## config.mk

```make
export PLATFORM = sky130hd
export DESIGN_NAME = aether_pifo_leaf
export DESIGN_NICKNAME = d
export VERILOG_FILES = /design/src/rtl/aether_pifo_pkg.sv /design/src/rtl/aether_pifo_insert_enc.sv /design/src/rtl/aether_pifo_leaf.sv
export SDC_FILE = /design/constraint.sdc
export NUM_CORES = 1
export LEC_CHECK = 0
export ABC_AREA = 1
export BUFFER_PORTS_ARGS = -buffer_cell sky130_fd_sc_hd__buf_4
export CAP_MARGIN = 20
export CORE_MARGIN = 2
export CORE_UTILIZATION = 45
export CTS_BUF_LIST = sky130_fd_sc_hd__clkbuf_16
export CTS_CLUSTER_SIZE = 12
export DETAILED_ROUTE_END_ITERATION = 12
export PLACE_DENSITY_LB_ADDON = 0.1
export SYNTH_ARGS = -nofsm -noshare
export SYNTH_HDL_FRONTEND = slang
export SYNTH_HIERARCHICAL = 1
export SYNTH_SLANG_ARGS = --single-unit
```

## constraint.sdc

```tcl
create_clock -name i_clk -period 5.5 [get_ports i_clk]
set_clock_uncertainty 0.15 [all_clocks]
set_input_delay 0.275 -clock i_clk [delete_from_list [all_inputs] [get_ports i_clk]]
set_output_delay 0.275 -clock i_clk [all_outputs]
set_load 0.01 [all_outputs]
```

## src/rtl/aether_pifo_pkg.sv

```systemverilog
// Shared types for the Aether PIFO tree (node and leaf).
//   entry_t    : {meta, prio} packed at the tree's default widths
//   OP_PUSH/POP: child command opcodes
//   sentinel() : "no entry" value, worst possible priority with zero meta
package aether_pifo_pkg;

    localparam int DEF_PTW = 16;
    localparam int DEF_MTW = 32;

    typedef struct packed {
        logic [DEF_MTW-1:0] meta;
        logic [DEF_PTW-1:0] prio;
    } entry_t;

    localparam logic OP_PUSH = 1'b0;
    localparam logic OP_POP  = 1'b1;

    function automatic entry_t sentinel();
        entry_t s;
        s.meta = '0;
        s.prio = '1;
        return s;
    endfunction

endpackage

```

## src/rtl/aether_pifo_insert_enc.sv

```systemverilog
// Insertion-index encoder for the sorted leaf store.
//   gt  : per slot, stored prio strictly greater than the incoming prio
//   occ : per slot, slot holds a live entry (contiguous from slot 0)
//   k   : first occupied slot with gt set, else the occupancy (0..DEPTH)
// Using strict-greater keeps equal priorities in arrival order.
module aether_pifo_insert_enc #(
    parameter int DEPTH = 8
) (
    input  logic [DEPTH-1:0]              gt,
    input  logic [DEPTH-1:0]              occ,
    output logic [$clog2(DEPTH+1)-1:0]    k
);
    localparam int KW = $clog2(DEPTH+1);

    logic [DEPTH-1:0] hit;
    assign hit = gt & occ;

    always_comb begin
        k = '0;
        for (int i = 0; i < DEPTH; i++)
            k = k + KW'(occ[i]);
        // Scan high to low so the lowest hitting slot wins.
        for (int i = DEPTH - 1; i >= 0; i--)
            if (hit[i]) k = KW'(i);
    end

endmodule

```

## src/rtl/aether_pifo_leaf.sv

```systemverilog
// Terminal child store of the Aether PIFO tree.
// Receives the parent's child command port and keeps up to DEPTH entries
// sorted by priority (smaller prio = better) in a register array.
//   i_clk, i_arst_n          : clock, async active-low reset
//   i_valid/i_op/i_data/i_mask: command from parent; ours iff i_mask[LANE_ID]
//   o_pop_valid/hit/data     : registered pop response, one cycle after accept
//   o_head_data              : current best entry (sentinel when empty)
//   o_count/o_full/o_empty   : occupancy
//   o_drop_pulse/o_drop_cnt  : discarded-entry strobe and saturating count
module aether_pifo_leaf
    import aether_pifo_pkg::*;
#(
    parameter int PTW     = 16,
    parameter int MTW     = 32,
    parameter int DEPTH   = 8,
    parameter int LANES   = 4,
    parameter int LANE_ID = 3,
    parameter int DCW     = 16
) (
    input  logic                        i_clk,
    input  logic                        i_arst_n,
    input  logic                        i_valid,
    input  logic                        i_op,
    input  logic [MTW+PTW-1:0]          i_data,
    input  logic [LANES-1:0]            i_mask,
    output logic                        o_pop_valid,
    output logic                        o_pop_hit,
    output logic [MTW+PTW-1:0]          o_pop_data,
    output logic [MTW+PTW-1:0]          o_head_data,
    output logic [$clog2(DEPTH+1)-1:0]  o_count,
    output logic                        o_full,
    output logic                        o_empty,
    output logic                        o_drop_pulse,
    output logic [DCW-1:0]              o_drop_cnt
);
    localparam int EW = MTW + PTW;
    localparam int CW = $clog2(DEPTH+1);

    typedef struct packed {
        logic [MTW-1:0] meta;
        logic [PTW-1:0] prio;
    } ent_t;

    localparam ent_t SENT = {{MTW{1'b0}}, {PTW{1'b1}}};

    ent_t            slots  [DEPTH];
    ent_t            ins_v  [DEPTH];
    ent_t            pop_v  [DEPTH];
    ent_t            dn     [DEPTH];
    ent_t            new_e;
    logic [CW-1:0]   count;
    logic [CW-1:0]   k;
    logic [DEPTH-1:0] gt, occ;
    logic            acc, full, empty, discard;

    assign new_e   = ent_t'(i_data);
    assign acc     = i_valid & i_mask[LANE_ID];
    assign full    = (count == CW'(DEPTH));
    assign empty   = (count == '0);
    // Full and no slot worse than the newcomer: the newcomer itself is lost.
    assign discard = full && (k == CW'(DEPTH));

    // Per-slot compare plus the two shifted views of the array.
    for (genvar g = 0; g < DEPTH; g++) begin : g_slot
        assign gt[g]  = slots[g].prio > new_e.prio;
        assign occ[g] = CW'(g) < count;

        if (g == 0) begin : g_first
            assign dn[g] = new_e;
        end else begin : g_rest
            assign dn[g] = slots[g-1];
        end

        if (g == DEPTH - 1) begin : g_last
            assign pop_v[g] = SENT;
        end else begin : g_up
            assign pop_v[g] = slots[g+1];
        end

        // Below k keep, at k insert, above k shift down (last slot falls off).
        assign ins_v[g] = (CW'(g) < k)  ? slots[g] :
                          (CW'(g) == k) ? new_e    : dn[g];
    end

    aether_pifo_insert_enc #(.DEPTH(DEPTH)) u_enc (
        .gt  (gt),
        .occ (occ),
        .k   (k)
    );

    always_ff @(posedge i_clk or negedge i_arst_n) begin
        if (!i_arst_n) begin
            for (int i = 0; i < DEPTH; i++) slots[i] <= SENT;
            count        <= '0;
            o_pop_valid  <= 1'b0;
            o_pop_hit    <= 1'b0;
            o_pop_data   <= SENT;
            o_drop_pulse <= 1'b0;
            o_drop_cnt   <= '0;
        end else begin
            o_pop_valid  <= 1'b0;
            o_drop_pulse <= 1'b0;
            if (acc) begin
                if (i_op == OP_POP) begin
                    o_pop_valid <= 1'b1;
                    o_pop_hit   <= !empty;
                    o_pop_data  <= empty ? SENT : slots[0];
                    if (!empty) begin
                        for (int i = 0; i < DEPTH; i++) slots[i] <= pop_v[i];
                        count <= count - CW'(1);
                    end
                end else begin
                    if (!discard)
                        for (int i = 0; i < DEPTH; i++) slots[i] <= ins_v[i];
                    if (!full)
                        count <= count + CW'(1);
                    else begin
                        o_drop_pulse <= 1'b1;
                        if (o_drop_cnt != {DCW{1'b1}})
                            o_drop_cnt <= o_drop_cnt + DCW'(1);
                    end
                end
            end
        end
    end

    assign o_head_data = empty ? SENT : slots[0];
    assign o_count     = count;
    assign o_full      = full;
    assign o_empty     = empty;

endmodule

```

### Word level (Yosys, flattened, before mapping)

Cells that the tools add are included.

| cells by class | value |
|---|---|
| magnitude comparators | 24 |
| bitwise logic cells | 3 |
| add/sub/neg operators | 10 |
| $mul | 0 |
| reductions and logical operators | 14 |
| div/mod/pow operators | 0 |
| shift-type cells | 0 |
| muxes and demuxes | 35 |
| equal/unequal tests | 21 |

Operators with widths:

| operator | count |
|---|---|
| 384-bit 2-to-1 mux | 3 |
| 48-bit 2-to-1 mux | 16 |
| 16-bit > comparator | 8 |
| 4-bit 2-to-1 mux | 11 |
| 4-bit AND reduction | 9 |
| 3-bit by 4-bit less-than comparator with 1-bit output, first input constant | 8 |
| 4-bit by 1-bit adder with 4-bit output | 6 |
| 2-bit inequality test, second input constant | 11 |
| 16-bit by 1-bit adder with 16-bit output, second input constant | 1 |
| 3-bit by 4-bit == test with 1-bit output, first input constant | 4 |
| 1-bit by 4-bit less-than comparator with 1-bit output, first input constant | 4 |
| 2-bit by 4-bit less-than comparator with 1-bit output, first input constant | 4 |
| 16-bit inequality test, second input constant | 1 |
| 8-bit AND | 1 |
| 2-bit by 4-bit == test with 1-bit output, first input constant | 2 |
| 4-bit == test, second input constant | 2 |
| 1-bit 2-to-1 mux | 5 |
| 4-bit by 1-bit adder with 4-bit output, second input constant | 1 |
| 1-bit by 4-bit == test with 1-bit output, first input constant | 1 |
| 4-bit zero test | 1 |
| 4-bit by 1-bit subtractor with 4-bit output, second input constant | 1 |
| 3-bit AND reduction | 1 |
| 1-bit by 1-bit adder with 2-bit output | 1 |
| 2-bit AND reduction | 1 |
| 4 further kinds | 4 |

| word-level totals | value |
|---|---|
| bits in latches | 0 |
| logic and storage cells | 129 |
| flip-flop bits (word level) | 455 |
| bits in read-only memories | 0 |
| output and inout port bits | 121 |
| RAM bits | 0 |
| memories | 0 |
| input bits | 56 |

### Depth between registers and ports, before layout

Gate-level depths: netlist (run 1).

| logic depth | value |
|---|---|
| depth in word-level cells | 21 |
| gate-level depth with buffers | 30 |
| depth with buffers taken out | 27 |

### Cells and area by module

Netlist (run 1), hierarchy kept.

By module, submodules not included:

| module | area each (sq um) | seq. area each (sq um) | cells an instance | times used |
|---|---|---|---|---|
| aether_pifo_leaf | 28183.3 | 11566.1 | 4026 | 1 |
| aether_pifo_insert_enc | 305.3 | 0.0 | 46 | 1 |

### Worst setup path before layout (run 1)

Ideal clock, no wire load.

| timing | value |
|---|---|
| path type | reg2reg |
| start point | register count[0], in the netlist o_count[0] |
| end point | register dn[226] (netlist name) |
| required time | 5.285 ns |
| arrival | 5.198 ns |
| library setup time | 0.065 ns |
| path buffers | 3 |
| slack | 0.087 ns |
| stages on the path, launching flop included | 28 |
| period minus slack after synthesis | 5.413 ns |
| path through | dfrtp_1 -> inv_1 -> ha_1 -> nand2_2 -> nor2_4 -> clkinv_1 -> buf_1 -> fa_1 -> inv_1 -> fa_1 -> fa_1 -> inv_1 -> ha_1 -> inv_1 -> fa_1 -> nand3_1 -> nand3_1 -> a31oi_1 -> inv_1 -> nor2_1 -> nand2_1 -> clkbuf_1 -> buf_2 -> nand2_1 -> o21ai_0 -> o21ai_0 -> nand2_1 -> nand2_1 |

| on the way | value |
|---|---|
| word-level cells in the longest chain between the ends | 21 |
| elaborated cells on any way between the ends | 38 |
| classes of those cells | 7 x add/sub; 9 x order compare; 6 x eq/ne; 12 x mux; 1 x bitwise; 3 x reduce/logical |

RTL lines:

| what | line | source |
|---|---|---|
| from (decl) | aether_pifo_leaf.sv:51 | `logic [CW-1:0] count;` |
| from (signal assigned) | aether_pifo_leaf.sv:110 | `count <= count - CW'(1);` |
| from (signal assigned) | aether_pifo_leaf.sv:116 | `count <= count + CW'(1);` |
| 1-bit by 4-bit less-than comparator with 1-bit output * | aether_pifo_leaf.sv:66 | `assign occ[g] = CW'(g) < count;` |
| via occ[0] | aether_pifo_leaf.sv:53 | `logic [DEPTH-1:0] gt, occ;` |
| 1-bit by 1-bit adder with 2-bit output | aether_pifo_insert_enc.sv:21 | `k = k + KW'(occ[i]);` |
| 4-bit by 1-bit adder with 4-bit output (6 in a row) | aether_pifo_insert_enc.sv:21 |  |
| 4-bit 2-to-1 mux (7 in a row) | aether_pifo_insert_enc.sv:24 | `if (hit[i]) k = KW'(i);` |
| 4-bit 2-to-1 mux * | aether_pifo_insert_enc.sv:24 |  |
| via k[1] | aether_pifo_leaf.sv:52 | `logic [CW-1:0] k;` |
| branches (longest 5 deep; another with 2-bit by 4-bit less-than comparator with 1-bit output) | n/a |  |

Mark *: on every way through the listed nets, which the timed path passes. The select of a mux whose other input is x is not followed.
A chain may end at the register's enable or synchronous reset.

### Worst setup path after layout (run 1)

| timing | value |
|---|---|
| start point | register count[1], in the netlist o_count[1] |
| end point | register dn[155] (netlist name) |

| on the way | value |
|---|---|
| word-level cells in the longest chain between the ends | 21 |
| elaborated cells on any way between the ends | 38 |
| classes of those cells | 7 x add/sub; 9 x order compare; 6 x eq/ne; 12 x mux; 1 x bitwise; 3 x reduce/logical |

RTL lines:

| what | line |
|---|---|
| 1-bit by 4-bit less-than comparator with 1-bit output | aether_pifo_leaf.sv:66 |
| 1-bit by 1-bit adder with 2-bit output | aether_pifo_insert_enc.sv:21 |
| 4-bit by 1-bit adder with 4-bit output (6 in a row) | aether_pifo_insert_enc.sv:21 |
| 4-bit 2-to-1 mux (7 in a row) | aether_pifo_insert_enc.sv:24 |
| 4-bit 2-to-1 mux * | aether_pifo_insert_enc.sv:24 |
| via k[1] | aether_pifo_leaf.sv:52 |
| branches (longest 5 deep; another with 2-bit by 4-bit less-than comparator with 1-bit output) | n/a |

Marked as above.

==> impl_metrics.csv, run 1 <==
group,metric,value,unit
status,status,"finished clean",
placed_design,post-place-ws,0.223,ns
run,cap_viol_max_count,0,
cells_and_area,fin_nets,4376,
sta,setup_ws,0.243,ns
clocking,path_clk_slew,0.06,ns
sta,setup_violations,0,
clocking,cts_buffer_depth,3,
grt,grt_pass1_wl,146,mm
grt,antenna_found_initial,1,
floorplanning,dieArea,65300,um2
cells_and_area,final_cell_area,33300,um2
floorplanning,io_pins,177,
logic_synthesis,syn-cell-area,28500,um2
grt,grt_pass1_vias,25400,
floorplanning,row_count,92,
cells_and_area,area_delta_synth_final,17.0,%
placed_design,dp_hpwl,58.3,mm
clocking,cts_tree,"done",
logic_synthesis,yosysTopAreaCellShare,0.273,
clocking,cts-root-buf,"clkbuf_16",
sta,tightest_slew,1.40,ns
grt,grt-ovfl-total,0,
sta,hold_viol_final,0,
logic_synthesis,seq_area_frac_synth,0.406,
grt,grt_max_degree,242,
worst_setup_path,cp_slowest_cell,"fa_1",
cells_and_area,drive_above_1_share,0.138,
logic_synthesis,ys_warn_count,6,
floorplanning,die_w,256,um
drt,wl_per_cell,18.4,um
clocking,cts.sinks,455,
placed_design,gp_congestion,0.842,
drt,via_per_inst,5.40,
cells_and_area,antenna_cells,0,
floorplanning,die_h,256,um
floorplanning,core_region_area,62900,um2
worst_setup_path,crit_family,"adder cells",
clocking,h-tree-depth,2,
worst_setup_path,cp-start-kind,"flop",
logic_synthesis,synthCells,4072,
logic_synthesis,synth_area_leaders,"dfrtp_1, nand2_1, dfstp_2",
worst_hold_path,hold_path_class,"input port to flop",
sta,max_freq,0.190,GHz
logic_synthesis,avgSynthCellArea,7.00,um2
drt,routed_wl,93.5,mm
worst_setup_path,path_cells,"inv_1, ha_2, nand2_2, nor2_4, clkinv_1, fa_1, inv_1, fa_1, fa_1, inv_1, ha_1, inv_1, fa_1, nand3_1, nand3_1, a31oi_1, buf_4, nor2_4, nand4_1, nand3b_1, buf_4, buf_8, nand2_1, nand2_1",
grt,grt_usage,0.277,
drt,vias,27400,
logic_synthesis,synth_largest_area_cell,"dfrtp_1",
clocking,numCtsBuffers,55,
worst_setup_path,arrival,5.66,ns
logic_synthesis,ys_seq_elements,455,
worst_setup_path,path_class,"flop to flop",
sta,min_period,5.26,ns
sta,relSlewSlack,0.0652,
clocking,clk_latency,0.62,ns
drt,first_iter_violations,2474,
logic_synthesis,synth_cell_type_count,34,
worst_setup_path,cp_num_buf_inv,8,
sta,slew_violations,0,
drt,dr.pass1.iters,6,
worst_setup_path,cp_slowest_stage_delay,0.54,ns
worst_setup_path,path_max_fanout,20,
logic_synthesis,syn_nets,4267,
sta,period_share,0.956,
worst_setup_path,rrSetupSlack,0.24,ns
worst_setup_path,cp-end-kind,"flop",
worst_setup_path,cp.required,5.90,ns
drt,antenna_left,0,
drt,drc,0,
floorplanning,initial_core_util,0.453,
placed_design,portBuffers,173,
placed_design,dpl_cell_area,30900,um2
==> cell usage after synthesis <==
| cell type | count |
|---|---|
| nand2_2 | 7 |
| o21a_1 | 1 |
| nand3_1 | 214 |
| mux2_2 | 48 |
| fa_1 | 4 |
| nor4_2 | 1 |
| nor2_1 | 359 |
| inv_1 | 192 |
| a21oi_1 | 75 |
| nor2_4 | 1 |
| o21ai_1 | 73 |
| buf_2 | 67 |
| nand2_1 | 1650 |
| buf_1 | 15 |
| o21ai_0 | 338 |
| clkinv_1 | 1 |
| nor2_2 | 4 |
| buf_4 | 18 |
| nor3_1 | 5 |
| a31oi_1 | 189 |
| clkbuf_1 | 162 |
| o31ai_1 | 1 |
| dfstp_2 | 144 |
| dfrtp_1 | 311 |
| ha_1 | 135 |
| a21o_1 | 8 |
| nand3b_1 | 2 |
| inv_2 | 8 |
| a21oi_2 | 1 |
| nand4_1 | 21 |
| nand2_4 | 1 |
| xor2_1 | 5 |
| xnor2_1 | 10 |
| or2_2 | 1 |
==> cells in the final DEF (no fill, tap or decap), types with 2 or more instances in the layout <==
cell type	netlist	routed
buf_12	0	27
xor2_1	5	5
a31oi_1	189	189
o21ai_0	338	336
nor3_1	5	5
dfrtp_1	311	311
fa_1	4	4
nor2_2	4	2
nand4_1	21	21
o21ai_1	73	75
nand2_1	1650	1641
nand2_4	1	4
clkbuf_16	0	60
clkinv_2	0	10
nor2_1	359	347
dlygate4sd3_1	0	51
dfstp_2	144	144
buf_8	0	4
nor2_4	1	15
mux2_2	48	48
clkinv_1	1	17
buf_16	0	2
a21oi_1	75	75
bufinv_16	0	5
nand2_2	7	12
buf_6	0	7
xnor2_1	10	10
nand3_2	0	4
a21o_1	8	8
buf_4	18	220
inv_1	192	204
nand3b_1	2	2
nand3_1	214	209
inv_2	8	9
ha_1	135	134
==> cell type report <==
| class | count | area, um2 |
|---|---|---|
| multi-input combinational | 3154 | 15200 |
| inverter | 201 | 762 |
| sequential | 455 | 11600 |
| timing repair buffer | 314 | 2970 |
| clock buffer | 57 | 1430 |
| tap | 846 | 1060 |
| fill | 6242 | 29500 |
| clock inverter | 47 | 340 |
==> through the flow <==
step | cells | TNS, ns | utilization | hold slack [ns]
finish | 5074 | 0 | 0.531 | 0.0477
global route | 5074 | -1.35 | 0.531 | 0.0782
CTS | 5066 | 0 | 0.528 | 0.0141
detailed placement | 4911 | 0 | 0.492 | 0.242
global placement | 4911 | 0 | 0.492 | 0.238
floorplan | 4072 | 0 | - | -0.171
==> flip-flops by register name, summed over array words and instances (netlist names) <==
| name | flops |
|---|---|
| dn | 336 |
| o_count | 4 |
| o_drop_cnt | 16 |
| o_drop_pulse | 1 |
| o_pop_data | 48 |
| o_pop_hit | 1 |
| o_pop_valid | 1 |
| pop_v | 48 |
==> what timing repair did <==
item | 4_1_cts | 5_1_grt
hold buffers | 51 | 0
endpoints found under the hold margin | 425 | 0
endpoints found under the setup margin | 0 | 184
resized for setup | 0 | 19
setup buffers | 0 | 4
==> worst register-to-register path: cells and delay by family, from the launching register on <==
kind,cells,cell delay (ns)
AND/OR/NAND/NOR,9,1.22
flip-flops,1,0.42
buffers and inverters,8,1.05
adder cells (fa/ha/maj),6,2.30
AO/OA/AOI/OAI,1,0.08
==> logic make-up after synthesis <==
logic type	count (synthesis)	share of synthesized area
buffers and inverters	463	0.0663
xor gates and xnor gates	15	0.00461
DFF	455	0.406
adders and majority gates	139	0.0621
muxes	48	0.0190
AOI/OAI and AO/OA	686	0.130
and+or+nand+nor	2266	0.312
==> path summary, 6_finish.rpt <==
check	start	to	cells after the start
worst max-delay path	o_count[1]$_DFFE_PN0P_	dn[155]$_DFFE_PN1P_	24
worst min-delay path	i_op	dn[252]$_DFFE_PN1P_	5
worst max register to register	o_count[1]$_DFFE_PN0P_	dn[155]$_DFFE_PN1P_	24
worst min register to register	dn[240]$_DFFE_PN1P_	dn[240]$_DFFE_PN1P_	2
max in group asynchronous	i_arst_n	dn[334]$_DFFE_PN0P_	3
min in group asynchronous	i_arst_n	o_drop_cnt[0]$_DFFE_PN0P_	2
==> per-layer routing <==
layer	global-route usage	part of all wire
met5	0	0
met4	0.0864	0.029
met3	0.0312	0.059
met2	0.432	0.44
met1	0.403	0.47
Power of run 1 is left out: the tool's default activity adds up to more than one toggle a clock period on the data nets, which glitch-free logic cannot reach.
==> inputs of run 2 (changes only) <==
--- a/config.mk
+++ b/config.mk
@@ -8,12 +8,12 @@
 export ABC_AREA = 1
 export BUFFER_PORTS_ARGS = -buffer_cell sky130_fd_sc_hd__buf_4
 export CAP_MARGIN = 20
-export CORE_MARGIN = 2
+export CORE_MARGIN = 8
 export CORE_UTILIZATION = 45
 export CTS_BUF_LIST = sky130_fd_sc_hd__clkbuf_16
 export CTS_CLUSTER_SIZE = 12
 export DETAILED_ROUTE_END_ITERATION = 12
-export PLACE_DENSITY_LB_ADDON = 0.1
+export PLACE_DENSITY = 0.69
 export SYNTH_ARGS = -nofsm -noshare
 export SYNTH_HDL_FRONTEND = slang
 export SYNTH_HIERARCHICAL = 1
==> impl_metrics.csv, run 2 (same netlist as run 1, synthesis figures left out) <==
group,metric,value,unit
status,status,"finished clean",
drt,routed_wl,89.9,mm
drt,vias,27400,
worst_setup_path,path_class,"flop to flop",
sta,setup_violations,0,
grt,grt_usage,0.245,
clocking,cts_buffer_depth,3,
sta,setup_ws,0.263,ns
worst_setup_path,cp.required,5.90,ns
placed_design,place_inst,4907,
drt,drc,0,
grt,grt_pass1_vias,26600,
floorplanning,die_h,268,um
worst_setup_path,cp_slowest_cell,"fa_1",
cells_and_area,area_delta_synth_final,16.7,%
worst_setup_path,cp-start-kind,"flop",
sta,tightest_slew,1.05,ns
cells_and_area,final_cell_area,33200,um2
sta,relSlewSlack,0.300,
floorplanning,io_pins,177,
worst_setup_path,timing.rr.start,"o_count[1]$_DFFE_PN0P_",
placed_design,dp_hpwl,56.7,mm
clocking,h-tree-depth,2,
sta,min_period,5.24,ns
cells_and_area,fill_cells,6091,
cells_and_area,fin_nets,4377,
floorplanning,initial_core_util,0.453,
worst_setup_path,cp-end-kind,"flop",
floorplanning,core_region_area,62900,um2
worst_setup_path,cp_num_buf_inv,10,
clocking,cts-root-buf,"clkbuf_16",
cells_and_area,drive_above_1_share,0.138,
clocking,cts.sinks,455,
clocking,cts_tree,"done",
placed_design,post-place-ws,0.0349,ns
sta,hold_viol_final,0,
sta,slew_violations,0,
drt,antenna_left,0,
worst_setup_path,cp_slowest_stage_delay,0.54,ns
floorplanning,row_count,92,
floorplanning,dieArea,71600,um2
worst_setup_path,cp-startpoint,"o_count[1]$_DFFE_PN0P_",
worst_setup_path,path_max_fanout,15,
worst_setup_path,arrival,5.64,ns
drt,via_per_inst,5.41,
worst_setup_path,reg2reg_to,"dn[32]$_DFFE_PN0P_",
worst_setup_path,worstRegToRegCells,26,
clocking,numCtsBuffers,53,
worst_setup_path,cp.depth,26,
placed_design,gp_congestion,0.879,
worst_setup_path,worstSetupEndpoint,"dn[32]$_DFFE_PN0P_",
clocking,clk_latency,0.61,ns
worst_setup_path,rrSetupSlack,0.26,ns
drt,wl_per_cell,17.7,um
grt,grt_max_degree,201,
placed_design,dpl_cell_area,30900,um2
grt,grt_pass1_wl,144,mm
cells_and_area,layout_common_cells,"nand2_1, nor2_1, o21ai_0",
placed_design,portBuffers,173,
floorplanning,die_w,268,um
sta,period_share,0.952,
cells_and_area,layout_commonest_cell,"nand2_1",
drt,first_iter_violations,2439,
grt,antenna_found_initial,0,
cells_and_area,final_util,0.529,
cells_and_area,final_cells,5073,
grt,grt-ovfl-total,0,
cells_and_area,largest_reg_flops,336,
worst_hold_path,hold_path_class,"input port to flop",
drt,dr.pass1.iters,6,
worst_setup_path,crit_family,"adder cells",
run,cap_viol_max_count,0,
clocking,path_clk_slew,0.06,ns
sta,max_freq,0.191,GHz
worst_setup_path,path_common_cell,"inv_1",
run 2: area by class of cell:
type | instances | area [um2] | share of cell area
clock inverters | 44 | 225 | 0.00678
well taps | 846 | 1060 | 0.0318
flip-flops and latches | 455 | 11600 | 0.348
repair buffers | 317 | 3020 | 0.0909
diodes | 1 | 2.50 | 0.0000753
multi-input cells | 3154 | 15200 | 0.458
inverters | 201 | 762 | 0.0229
clock buffers | 55 | 1380 | 0.0414
run 2: worst min path at each step:
stage | start | endpoint | slack, ns | depth (start not counted)
3_5_place_dp | i_arst_n | o_pop_data[18]$_DFFE_PN0P_ | 0.16 | 1
2_1_floorplan | i_arst_n | dn[112]$_DFFE_PN0P_ | -0.17 | 0
5_1_grt | i_valid | o_pop_valid$_DFF_PN0_ | 0.05 | 3
3_3_place_gp | i_arst_n | o_pop_data[18]$_DFFE_PN0P_ | 0.15 | 1
4_1_cts | i_valid | o_pop_valid$_DFF_PN0_ | 0.02 | 3
6_report | i_valid | o_pop_valid$_DFF_PN0_ | 0.02 | 3
run 2: layer usage:
layer / global-route usage / up-vias / part of all wire
li1: - / 13400 / -
met1: 0.322 / 13000 / 0.43
met2: 0.411 / 874 / 0.47
met3: 0.0364 / 169 / 0.067
met4: 0.0797 / 0 / 0.030
met5: 0 / - / 0
run 2: worst reg2reg max path: cells and delay by family (launching register included):
family	cells	cell delay, ns
adders and majority gates	6	2.31
buffers and inverters	10	1.13
and+or+nand+nor	8	0.76
AOI/OAI and AO/OA	2	0.48
DFF	1	0.37
run 2: stage by stage:
step	setup TNS [ns]	hold WS [ns]
after global routing	-0.408	0.0494
after global placement	0	0.155
after floorplan	0	-0.171
after CTS	0	0.0231
final	0	0.0162
after detailed placement	0	0.157
run 2: timing repair:
| item | 4_1_cts | 5_1_grt |
|---|---|---|
| setup endpoints to repair | 0 | 343 |
| endpoints found under the hold margin | 403 | 0 |
| buffers inserted | 0 | 11 |
| gates resized for setup | 0 | 30 |
| hold buffers | 51 | 0 |
Power of run 2 is left out for the same reason.
